===== src/rtl/fetch_stage.sv =====
// fetch_stage: owns the PC, fetches from imem over req/ack and fills the IF/ID latch; define FETCH_TIMEOUT_EN for the imem watchdog
module fetch_stage #(
  parameter int                ADDR_W       = 32,
  parameter logic [ADDR_W-1:0] RESET_PC     = '0,
  parameter int                IMEM_TIMEOUT = 255
) (
  input  logic              clk,
  input  logic              reset_n,
  input  logic              stage_reset_n,
  input  logic              wb_if_wren,
  input  logic              if_id_wren,
  input  logic              branch_taken,
  input  logic [ADDR_W-1:0] branch_target,
  output logic              imem_req,
  output logic [ADDR_W-1:0] imem_addr,
  input  logic              imem_ack,
  input  logic [31:0]       imem_rdata,
  output logic [ADDR_W-1:0] pc_out,
  output logic [ADDR_W-1:0] if_id_pc,
  output logic [31:0]       if_id_instr,
  output logic              if_id_valid,
  output logic              fetch_busy,
  output logic              fetch_err
);
  localparam logic [31:0] NOP = 32'h0000_0013;
  typedef enum logic [1:0] {IDLE, REQ, DONE} state_t;
  state_t state_q, state_d;
  logic [ADDR_W-1:0] pc_q, pc_d, if_id_pc_q, if_id_pc_d, next_pc;
  logic [31:0] buf_q, buf_d, instr_q, instr_d, rdata_ev;
  logic need_q, need_d, valid_q, valid_d, late_q, late_d, stale_q, stale_d, err_q, err_d;
  logic timeout, ack_ev;
`ifdef FETCH_TIMEOUT_EN
  localparam int CW = $clog2(IMEM_TIMEOUT + 1);
  logic [CW-1:0] cnt_q;
  assign timeout = (state_q == REQ) && (cnt_q == CW'(IMEM_TIMEOUT - 1));
  // Watchdog counts cycles of the current request and restarts on every fresh request
  always_ff @(posedge clk)
    if (!reset_n || !stage_reset_n) cnt_q <= '0;
    else cnt_q <= (state_q == REQ && !ack_ev) ? cnt_q + 1'b1 : '0;
`else
  assign timeout = 1'b0;
`endif
  assign ack_ev   = (state_q == REQ) && (imem_ack || timeout);
  assign rdata_ev = imem_ack ? imem_rdata : NOP;
  assign next_pc  = branch_taken ? {branch_target[ADDR_W-1:2], 2'b00} : pc_q + ADDR_W'(4);
  // Fetch sequencing; a PC writeback is applied last so it can redirect whatever the FSM decided
  always_comb begin
    state_d    = state_q;
    pc_d       = pc_q;
    need_d     = need_q;
    buf_d      = buf_q;
    instr_d    = instr_q;
    if_id_pc_d = if_id_pc_q;
    valid_d    = valid_q;
    late_d     = late_q;
    stale_d    = stale_q;
    err_d      = err_q;
    case (state_q)
      IDLE: begin
        if (need_q) begin
          state_d = REQ;
          need_d  = 1'b0;
        end
        if (if_id_wren) valid_d = 1'b0;
      end
      REQ: begin
        if (if_id_wren) begin
          late_d  = 1'b1;
          valid_d = 1'b0;
        end
        if (timeout && !imem_ack) err_d = 1'b1;
        if (ack_ev) begin
          if (stale_q || wb_if_wren) begin
            stale_d = 1'b0;
            need_d  = 1'b0;
          end else if (late_q || if_id_wren) begin
            instr_d    = rdata_ev;
            if_id_pc_d = pc_q;
            valid_d    = 1'b1;
            late_d     = 1'b0;
            state_d    = IDLE;
          end else begin
            buf_d   = rdata_ev;
            state_d = DONE;
          end
        end
      end
      DONE: begin
        if (if_id_wren) begin
          instr_d    = buf_q;
          if_id_pc_d = pc_q;
          valid_d    = 1'b1;
          state_d    = IDLE;
        end
      end
      default: state_d = IDLE;
    endcase
    if (wb_if_wren) begin
      pc_d    = next_pc;
      need_d  = !ack_ev && !(state_q == IDLE && need_q);
      stale_d = (state_q == REQ) && !ack_ev;
      if (branch_taken && |branch_target[1:0]) err_d = 1'b1;
      if (state_q == DONE) state_d = IDLE;
    end
  end
  // Fetch state and IF/ID latch; both resets return to the post-reset fetch
  always_ff @(posedge clk)
    if (!reset_n || !stage_reset_n) begin
      state_q    <= IDLE;
      pc_q       <= RESET_PC;
      need_q     <= 1'b1;
      buf_q      <= NOP;
      instr_q    <= NOP;
      if_id_pc_q <= RESET_PC;
      valid_q    <= 1'b0;
      late_q     <= 1'b0;
      stale_q    <= 1'b0;
    end else begin
      state_q    <= state_d;
      pc_q       <= pc_d;
      need_q     <= need_d;
      buf_q      <= buf_d;
      instr_q    <= instr_d;
      if_id_pc_q <= if_id_pc_d;
      valid_q    <= valid_d;
      late_q     <= late_d;
      stale_q    <= stale_d;
    end
  // Sticky error survives soft reset; only the hard reset clears it
  always_ff @(posedge clk)
    if (!reset_n) err_q <= 1'b0;
    else if (stage_reset_n) err_q <= err_d;
  assign imem_req    = state_q == REQ;
  assign fetch_busy  = state_q == REQ;
  assign imem_addr   = pc_q;
  assign pc_out      = pc_q;
  assign if_id_pc    = if_id_pc_q;
  assign if_id_instr = instr_q;
  assign if_id_valid = valid_q;
  assign fetch_err   = err_q;
endmodule


===== config.mk =====
export PLATFORM = sky130hd
export DESIGN_NAME = fetch_stage
export DESIGN_NICKNAME = d
export VERILOG_FILES = /design/src/rtl/fetch_stage.sv
export SDC_FILE = /design/constraint.sdc
export NUM_CORES = 1
export LEC_CHECK = 0
export ABC_AREA = 1
export BUFFER_PORTS_ARGS = -buffer_cell sky130_fd_sc_hd__buf_2
export CAP_MARGIN = 5
export CORE_ASPECT_RATIO = 2
export CORE_MARGIN = 3
export CORE_UTILIZATION = 55
export CTS_CLUSTER_DIAMETER = 50
export CTS_CLUSTER_SIZE = 25
export DETAILED_ROUTE_END_ITERATION = 12
export GPL_ROUTABILITY_DRIVEN = 0
export PLACE_DENSITY = 0.85
export SLEW_MARGIN = 10
export SYNTH_ARGS = -nofsm -noshare
export SYNTH_HDL_FRONTEND = slang
export SYNTH_SLANG_ARGS = --single-unit

===== constraint.sdc =====
create_clock -name clk -period 3.27 [get_ports clk]
set_input_delay 0.654 -clock clk [delete_from_list [all_inputs] [get_ports clk]]
set_output_delay 0.654 -clock clk [all_outputs]
set_load 0.01 [all_outputs]

=== Word level (Yosys, flattened, before mapping) ===
Cells that the tools add are included.

* Bitwise logic cells: 2
* Shifts and indexed selects: 0
* Add/subtract/negate cells: 1
* Equal/unequal tests: 8
* Multipliers: 0
* Mux-type cells: 36
* Divide/modulo/power cells: 0
* Reduce and logical (&&, ||, !) cells: 26
* $lt $le $gt $ge: 0

{| class="wikitable"
|+ Operators with widths
! operator !! count
|-
| 32-bit 2-to-1 mux || 10
|-
| 32-bit case mux with 2 select lines || 2
|-
| 32-bit by 3-bit adder with 32-bit output, second input constant || 1
|-
| 1-bit 2-to-1 mux || 14
|-
| 2-bit 2-to-1 mux || 7
|-
| 3-bit AND reduction || 3
|-
| 2-bit nonzero test || 4
|-
| 3-bit by 2-bit inequality test with 1-bit output, second input constant || 2
|-
| 2-bit case mux with 3 select lines || 1
|-
| 3-bit nonzero test || 2
|-
| 1-bit logical AND || 5
|-
| 5-bit AND reduction || 1
|-
| 1-bit zero test || 4
|-
| 2-bit by 1-bit inequality test with 1-bit output, second input constant || 2
|-
| 2-bit inequality test, second input constant || 2
|-
| 4-bit AND reduction || 1
|-
| 1-bit logical OR || 3
|-
| 1-bit case mux with 3 select lines || 1
|-
| 2-bit by 1-bit == test with 1-bit output, second input constant || 1
|-
| 2-bit == test, second input constant || 1
|-
| 2-bit zero test || 1
|-
| 1-bit inverter || 2
|-
| 1-bit case mux with 2 select lines || 1
|-
| 2-bit AND reduction || 1
|-
| 2-bit OR reduction || 1
|}

* Input port bits: 71
* Bits in latches: 0
* Memory bits (read-only): 0
* Memories: 0
* Bits in registers: 135
* Word-level logic and storage cells: 83
* Memory bits (writable): 0
* Output and inout bits: 132

=== Longest topological paths before layout ===
Gate-level depths: netlist (run 1).

* Depth after elaboration: 7
* Gate-level depth with buffers: 10

=== Worst setup path after synthesis (run 1) ===
No wires, ideal clock.

* Path kind: input to register
* Start: in wb_if_wren
* End: reg if_id_pc_q[10] (netlist: if_id_pc[10])
* Setup slack: 1.606 ns
* Library setup time: 0.122 ns
* Data arrival time: 1.542 ns
* Stages on the path: 9
* Data required time: 3.148 ns
* Cells stage by stage: buf_6 nor2_8 nand3_2 nand2_2 nand2_4 inv_4 buf_6 buf_6 a21oi_2

* Word-level cells in the longest chain between the ends: 3

{| class="wikitable"
|+ Ends and longest elaborated chain
! element !! line !! RTL
|-
| start: declaration || 10 || <nowiki>input logic wb_if_wren,</nowiki>
|-
| 1-bit logical OR || 73 || <nowiki>if (stale_q || wb_if_wren) begin</nowiki>
|-
| 2-bit inequality test (no line) || -- ||
|-
| 5-bit AND reduction (no line) || -- ||
|-
| end signal: assignment || 124 || <nowiki>if_id_pc_q <= if_id_pc_d;</nowiki>
|-
| end: declaration || 28 || <nowiki>logic [ADDR_W-1:0] pc_q, pc_d, if_id_pc_q, if_id_pc_d, next_pc;</nowiki>
|}

No other way between the ends.
A chain may end at the register's enable or synchronous reset.

=== Worst setup path after layout (run 1) ===
* Start: reg state_q[0]
* End: reg instr_q[12] (netlist: if_id_instr[12])

* Word-level cells in the longest chain between the ends: 4

{| class="wikitable"
|+ Ends and longest elaborated chain
! element !! line !! RTL
|-
| start: declaration || 27 || <nowiki>state_t state_q, state_d;</nowiki>
|-
| start signal: assignment || 119 || <nowiki>state_q <= state_d;</nowiki>
|-
| 2-bit by 1-bit == test with 1-bit output || 43, 58 ||
|-
| 1-bit logical AND || 43 || <nowiki>assign ack_ev = (state_q == REQ) && (imem_ack || timeout);</nowiki>
|-
| 2-bit by 1-bit inequality test with 1-bit output (no line) || -- ||
|-
| 5-bit AND reduction (no line) || -- ||
|-
| end signal: assignment || 123 || <nowiki>instr_q <= instr_d;</nowiki>
|-
| end: declaration || 29 || <nowiki>logic [31:0] buf_q, buf_d, instr_q, instr_d, rdata_ev;</nowiki>
|}

Parallel ways exist; a longest one is shown, timed or not.

==> metrics.txt, run 1 <==
Primary FF master, synth dfxtp_1; Buffers on Ports 196; Setup Fix Bufs, Post-CTS 0; initial antenna violation count 1; arrival time at the worst endpoint 2.64 ns; Post-Syn Area 6400 µm²; critical path's largest stage delay 0.42 ns; Worst-Skew Late Latency 0.41 ns; CP max stage cell dfxtp_1; Setup TNS Final 0 ns; peak fanout along the critical path 46; CTS tree yes; Multi-input gate area 3030 µm²; chip width 82.3 µm; routed vias/inst 5.61; FP Rows 55; met1 Use GR 29.9%; vias 6665; Clock Skews 0.00613 ns; GRT busiest layer met2; Die Span Y 159 µm; Cell Chain, Critical Path inv_1 > ha_1 > inv_2 > nor2_2 > nor2_1 > nand2_4 > inv_4 > buf_4 > o21ai_0 > a31oi_1; hold_ws 0.458 ns; Root Driver clkbuf_16; hold buffers post-CTS 0; dpl cell area 7140 µm²; CORE AREA 11400 µm²; Slew @ Worst Pin 0.629 ns; Remaining DRCs 0; endpoint type of the worst setup path register; fin nets 1112; IO Pins 203; fmax 0.434 GHz; vias in the first global route 6295; finished layout cell area 7750 µm²; Final ANT Viol Nets 0; register bit total from synthesis 131; worst rel slew slack 58.1%; Die ar. 13000 µm²; largest net degree at the start of global routing 47; Total Routed Length 19.2 mm; period utilization 70.5%; status complete, no violations; Post-synth EDFFs 0; RSZ-0062 raised after global routing no; post_cts resized 0; Distinct cells, synth 42; DRT Pass-1 Iters 5; pwr dens 515 nW/µm²; CP startpoint kind register; Worst-path clk slew 0.06 ns; Detailed Route Iter0 Violations 536; Fin. Hold Viols 0; met3 Use GR 6.57%; initial core utilization 56.3%; fillcell total 1003; post-synthesis cell count 886; CP Data Required Time 3.61 ns; global-route wire length before repair 29.8 mm; ys async rst share 0%; Avg Cell Area, Syn 7.22 µm²; path type of the worst min-delay path primary input to register; Buf/Inv on CP 4; Final HPWL DP 13.5 mm; Max IR drop VDD 401 µV; total gr overflow 0; Area Overhead vs Synth 21.1%; Crit path max-delay family buffers and inverters; Max Buffers Root-to-Sink 2; register area 2620 µm²; all-layer global routing usage 29.7%; layout cell share with drive strength beyond 1 27.1%; TritonCTS Sinks 131; CTS H-tree depth 4; Seq/Total Area, Yosys 41.0%; Setup violations, final 0; Static Leak 0.00354 µW; WL per Instance 16.2 µm; Min Clock Period, post-route 2.30 ns; max cap viols 0; WS Path Type register to register; met2 usage 53.0%; warnings from Yosys 0; total clock buffers created by CTS 17; # diodes 0; Max Slew Vio Count 0
synth_stat cells, types with 8 or more instances:
master | n | share of area (%)
a21oi_1 | 53 | 4.1
a21oi_2 | 12 | 1.6
a22oi_1 | 14 | 1.6
a31oi_1 | 20 | 2.0
buf_2 | 8 | 0.63
buf_4 | 45 | 5.3
clkbuf_1 | 24 | 1.4
dfxtp_1 | 131 | 41
inv_1 | 52 | 3.1
nand2_1 | 186 | 11
nand3_1 | 39 | 3.1
nor2_1 | 115 | 6.7
o21ai_0 | 101 | 7.9
final timing paths:
check,from,end,slack [ns],depth (start not counted)
setup / recovery,state_q[0],if_id_instr[12],0.97,10
hold / removal,reset_n,fetch_err,0.46,2
setup reg to reg,state_q[0],if_id_instr[12],0.97,10
hold reg to reg,fetch_err,fetch_err,0.46,1
stage by stage:
step / cells / power, µW / setup WS (ns) / util (%)
global route: 1189 / 4130 / 0.757 / 68.2
detailed placement: 1158 / 2080 / 0.776 / 62.9
floorplan: 891 / 1950 / 1.61 / -
finish: 1189 / 3990 / 0.965 / 68.2
global placement: 1158 / 2070 / 0.887 / 62.9
CTS: 1189 / 4000 / 0.952 / 68.2
layout make-up:
| type | count | area share [%] |
|---|---|---|
| Sequential cell | 131 | 33.9 |
| Multi-Input combinational cell | 617 | 39.1 |
| Inverter | 60 | 2.94 |
| Clock buffer | 22 | 6.12 |
| Timing Repair Buffer | 208 | 14.0 |
| Tap cell | 142 | 2.29 |
| Clock inverter | 9 | 1.66 |
sequential cells by signal, indices dropped and copies added, names as in the netlist:
register,flops
if_id_pc,30
imem_addr,30
stale_q,1
buf_q,32
fetch_err,1
if_id_instr,32
need_q,1
late_q,1
if_id_valid,1
state_q,2
routing by layer:
| metal | vias to the layer above | routed length [µm] |
|---|---|---|
| met4 | 2 | 1080 |
| met3 | 87 | 1220 |
| met1 | 3082 | 6600 |
| met2 | 301 | 10300 |
| li1 | 3193 | - |
| met5 | - | 7 |
cell families (layout without fill, tap and decap cells):
family / after synthesis / count (layout) / synth area share, %
buffers and inverters: 143 / 299 / 11.9
AND/OR/NAND/NOR: 380 / 380 / 25.6
adder cells (fa/ha/maj): 6 / 6 / 1.17
AO/OA/AOI/OAI: 225 / 225 / 20.2
other: 1 / 6 / 0.0586
flip-flops: 131 / 131 / 41.0
where the power goes:
group | switching, µW | leakage (µW) | total (µW) | internal (µW)
Clock | 691 | 0.000292 | 1940 | 1250
Sequential | 39.2 | 0.00106 | 1680 | 1640
Combinational | 235 | 0.00219 | 367 | 132
Total | 965 | 0.00354 | 3990 | 3030
layout by cell type, fill, tap and decap left out, drive strengths merged, types with 14 or more instances in the layout:
| cell | netlist | routed |
|---|---|---|
| inv | 60 | 60 |
| dfxtp | 131 | 131 |
| a31oi | 20 | 20 |
| nand3 | 41 | 41 |
| clkbuf | 24 | 22 |
| o21ai | 108 | 108 |
| a21oi | 65 | 65 |
| nor2 | 127 | 127 |
| buf | 59 | 208 |
| nand2 | 195 | 195 |
| a22oi | 14 | 14 |
worst reg2reg max path, cell delays in order (launching register included):
cell     delay [ns]
dfxtp_1        0.42
inv_1          0.09
ha_1           0.23
inv_2          0.13
nor2_2         0.06
nor2_1         0.21
nand2_4        0.13
inv_4          0.38
buf_4          0.32
o21ai_0        0.10
a31oi_1        0.16
Note: power is estimated with default switching activity, not from simulation.
==> run 2, diff against run 1 <==
--- a/config.mk
+++ b/config.mk
@@ -5,17 +5,17 @@
 export SDC_FILE = /design/constraint.sdc
 export NUM_CORES = 1
 export LEC_CHECK = 0
-export ABC_AREA = 1
+export ABC_AREA = 0
 export BUFFER_PORTS_ARGS = -buffer_cell sky130_fd_sc_hd__buf_2
 export CAP_MARGIN = 5
 export CORE_ASPECT_RATIO = 2
 export CORE_MARGIN = 3
-export CORE_UTILIZATION = 55
+export CORE_UTILIZATION = 46
 export CTS_CLUSTER_DIAMETER = 50
 export CTS_CLUSTER_SIZE = 25
 export DETAILED_ROUTE_END_ITERATION = 12
 export GPL_ROUTABILITY_DRIVEN = 0
-export PLACE_DENSITY = 0.85
+export PLACE_DENSITY = 0.77
 export SLEW_MARGIN = 10
 export SYNTH_ARGS = -nofsm -noshare
 export SYNTH_HDL_FRONTEND = slang
==> constraint.sdc (replaced) <==
create_clock -name clk -period 1.9 [get_ports clk]
set_input_delay 0.38 -clock clk [delete_from_list [all_inputs] [get_ports clk]]
set_output_delay 0.38 -clock clk [all_outputs]
set_load 0.01 [all_outputs]
==> metrics.txt, run 2 <==
critical path's largest stage delay 0.56 ns; ys async rst share 0%; Seq/Total Area, Yosys 43.3%; routed vias/inst 5.60; WL per Instance 16.9 µm; chip width 87.2 µm; CP max stage cell or4_4; peak fanout along the critical path 7; Setup violations, final 5; post-synth top area share 43.3%; CTS tree yes; total power 7040 µW; Crit path max-delay family simple AND/OR/NAND/NOR gates; Final HPWL DP 13.7 mm; largest net degree at the start of global routing 75; global-route wire length before repair 30.5 mm; Min Clock Period, post-route 1.99 ns; register bit total from synthesis 131; Cell Chain, Critical Path ha_4 > nand3_4 > or4_4 > nor4_2 > mux2i_1 > o22ai_1; Max Buffers Root-to-Sink 2; CP Data Required Time 2.17 ns; status complete, but fails checks; Die Span Y 168 µm; TritonCTS Sinks 131; DRT Pass-1 Iters 5; FP Rows 58; Die ar. 14700 µm²; all-layer global routing usage 26.0%; Root Driver clkbuf_16; final setup margin -0.0922 ns; top cells by area, synth dfxtp_1 43%, nand2_1 9.7%, a21oi_1 6.4%; Avg Cell Area, Syn 7.95 µm²; total gr overflow 0; top cells by count, synth 157 x nand2_1, 131 x dfxtp_1, 78 x a21oi_1; WS Path Type register to register; Worst-path clk slew 0.06 ns; Total Routed Length 19.1 mm; Post-synth EDFFs 0; endpoint type of the worst setup path register; Primary FF master, synth dfxtp_1; Final ANT Viol Nets 0; initial antenna violation count 2; vias in the first global route 6234; Max IR drop VDD 679 µV; initial core utilization 47.7%; Static Leak 0.00355 µW; Remaining DRCs 0; worst rel slew slack 54.2%; path type of the worst min-delay path primary input to register; most frequent cells in the layout 196 x buf_2, 156 x nand2_1, 126 x dfxtp_1; layout cell share with drive strength beyond 1 34.5%; CP startpoint kind register; dpl ws -0.102 ns; top-count cell post-synth nand2_1; Detailed Route Iter0 Violations 318; Buf/Inv on CP 0; vias 6304; fmax 0.502 GHz; max cap viols 0; warnings from Yosys 0; fin nets 1039; CTS H-tree depth 4; post-synthesis cell count 762; IO Pins 203; Slew @ Worst Pin 0.686 ns; pwr dens 864 nW/µm²; Synth area leader dfxtp_1; Max Slew Vio Count 0; most common cell after layout, fill and taps aside buf_2; Worst-Skew Late Latency 0.41 ns; RSZ-0062 raised after global routing yes; period utilization 105%; Post-Syn Area 6060 µm²; arrival time at the worst endpoint 2.26 ns; failing checks setup timing; total clock buffers created by CTS 17; Distinct cells, synth 63; Buffers on Ports 196; Fin. Hold Viols 0; CORE AREA 12700 µm²; Clock Skews 0.00749 ns; Area Overhead vs Synth 34.5%
run 2: changes by cell type in the layout (fill, tap and decap cells not counted), moves of 8 or more:
| cell | change |
|---|---|
| nand2_1 | -30 |
| nor3_1 | +32 |
| nand3_1 | -22 |
| buf_4 | +56 |
| a21oi_2 | -9 |
| and3_1 | +9 |
| o21ai_0 | -79 |
| nor2_1 | -54 |
| inv_1 | -41 |
| inv_2 | -8 |
| a21oi_1 | +22 |
| a221oi_1 | +28 |
| a31oi_1 | -19 |
run 2: metrics by stage:
stage | std cells | utilization (%) | hold WS [ns] | cell area (µm²) | TNS [ns]
2_1_floorplan | 767 | - | 0.436 | 6110 | -0.0611
3_3_place_gp | 1090 | 58.5 | 0.439 | 7420 | -1.52
3_5_place_dp | 1090 | 58.5 | 0.443 | 7420 | -2.24
4_1_cts | 1121 | 63.6 | 0.197 | 8080 | -0.183
5_1_grt | 1125 | 64.2 | 0.199 | 8150 | -0.703
6_report | 1125 | 64.2 | 0.208 | 8150 | -0.263
run 2: power by group:
group          internal (µW)  switching [µW]  total, µW
registers               2800            34.4       2830
logic                    295             426        721
clock network           2280            1200       3490
total                   5380            1660       7040
run 2: path summary, 6_finish.rpt:
check	cells past startpoint	to	from	slack, ns
max	6	imem_addr[28]	imem_addr[3]	-0.09
max reg2reg	6	imem_addr[28]	imem_addr[3]	-0.09
min	3	buf_q[4]	imem_rdata[4]	0.21
min reg2reg	2	if_id_pc[10]	if_id_pc[10]	0.45
run 2: logic make-up (layout without fill, tap and decap cells):
logic type,count (synthesis),after routing,share of synthesized area [%]
buffers and inverters,105,311,9.11
adders and majority gates,6,6,1.24
xor gates and xnor gates,2,2,0.289
AOI/OAI and AO/OA,193,193,21.1
muxes,7,7,1.16
and+or+nand+nor,317,317,23.8
DFF,131,131,43.3
other,1,8,0.0619
run 2: timing repair:
action	in CTS	in global routing
hold buffers	0	0
endpoints found under the setup margin	33	17
buffers inserted	1	2
gates resized for setup	4	11
pin swaps	0	1
run 2: worst register-to-register path, cell delays in order, from the launching register on:
cell and delay (ns):
dfxtp_4 0.35, ha_4 0.15, nand3_4 0.07, or4_4 0.56
nor4_2 0.36, mux2i_1 0.24, o22ai_1 0.12
run 2: layout make-up:
cell class                 count  area [µm²]
inverter                      10        37.5
fill                        1106        4550
timing repair buffer         271        1640
clock buffer                  21         470
clock inverter                 9         154
sequential                   131        2630
tap                          150         188
multi-input combinational    531        3020
antenna                        2        5.00
run 2: per-layer routing:
| layer | wire length (µm) | share of wire [%] | vias to the layer above | global-route usage (%) |
|---|---|---|---|---|
| li1 | - | - | 3048 | - |
| met1 | 6730 | 35 | 2927 | 26.8 |
| met2 | 10400 | 54 | 272 | 47.8 |
| met3 | 1230 | 6.4 | 57 | 4.90 |
| met4 | 741 | 3.9 | 0 | 13.5 |
| met5 | 0 | 0 | - | 0 |
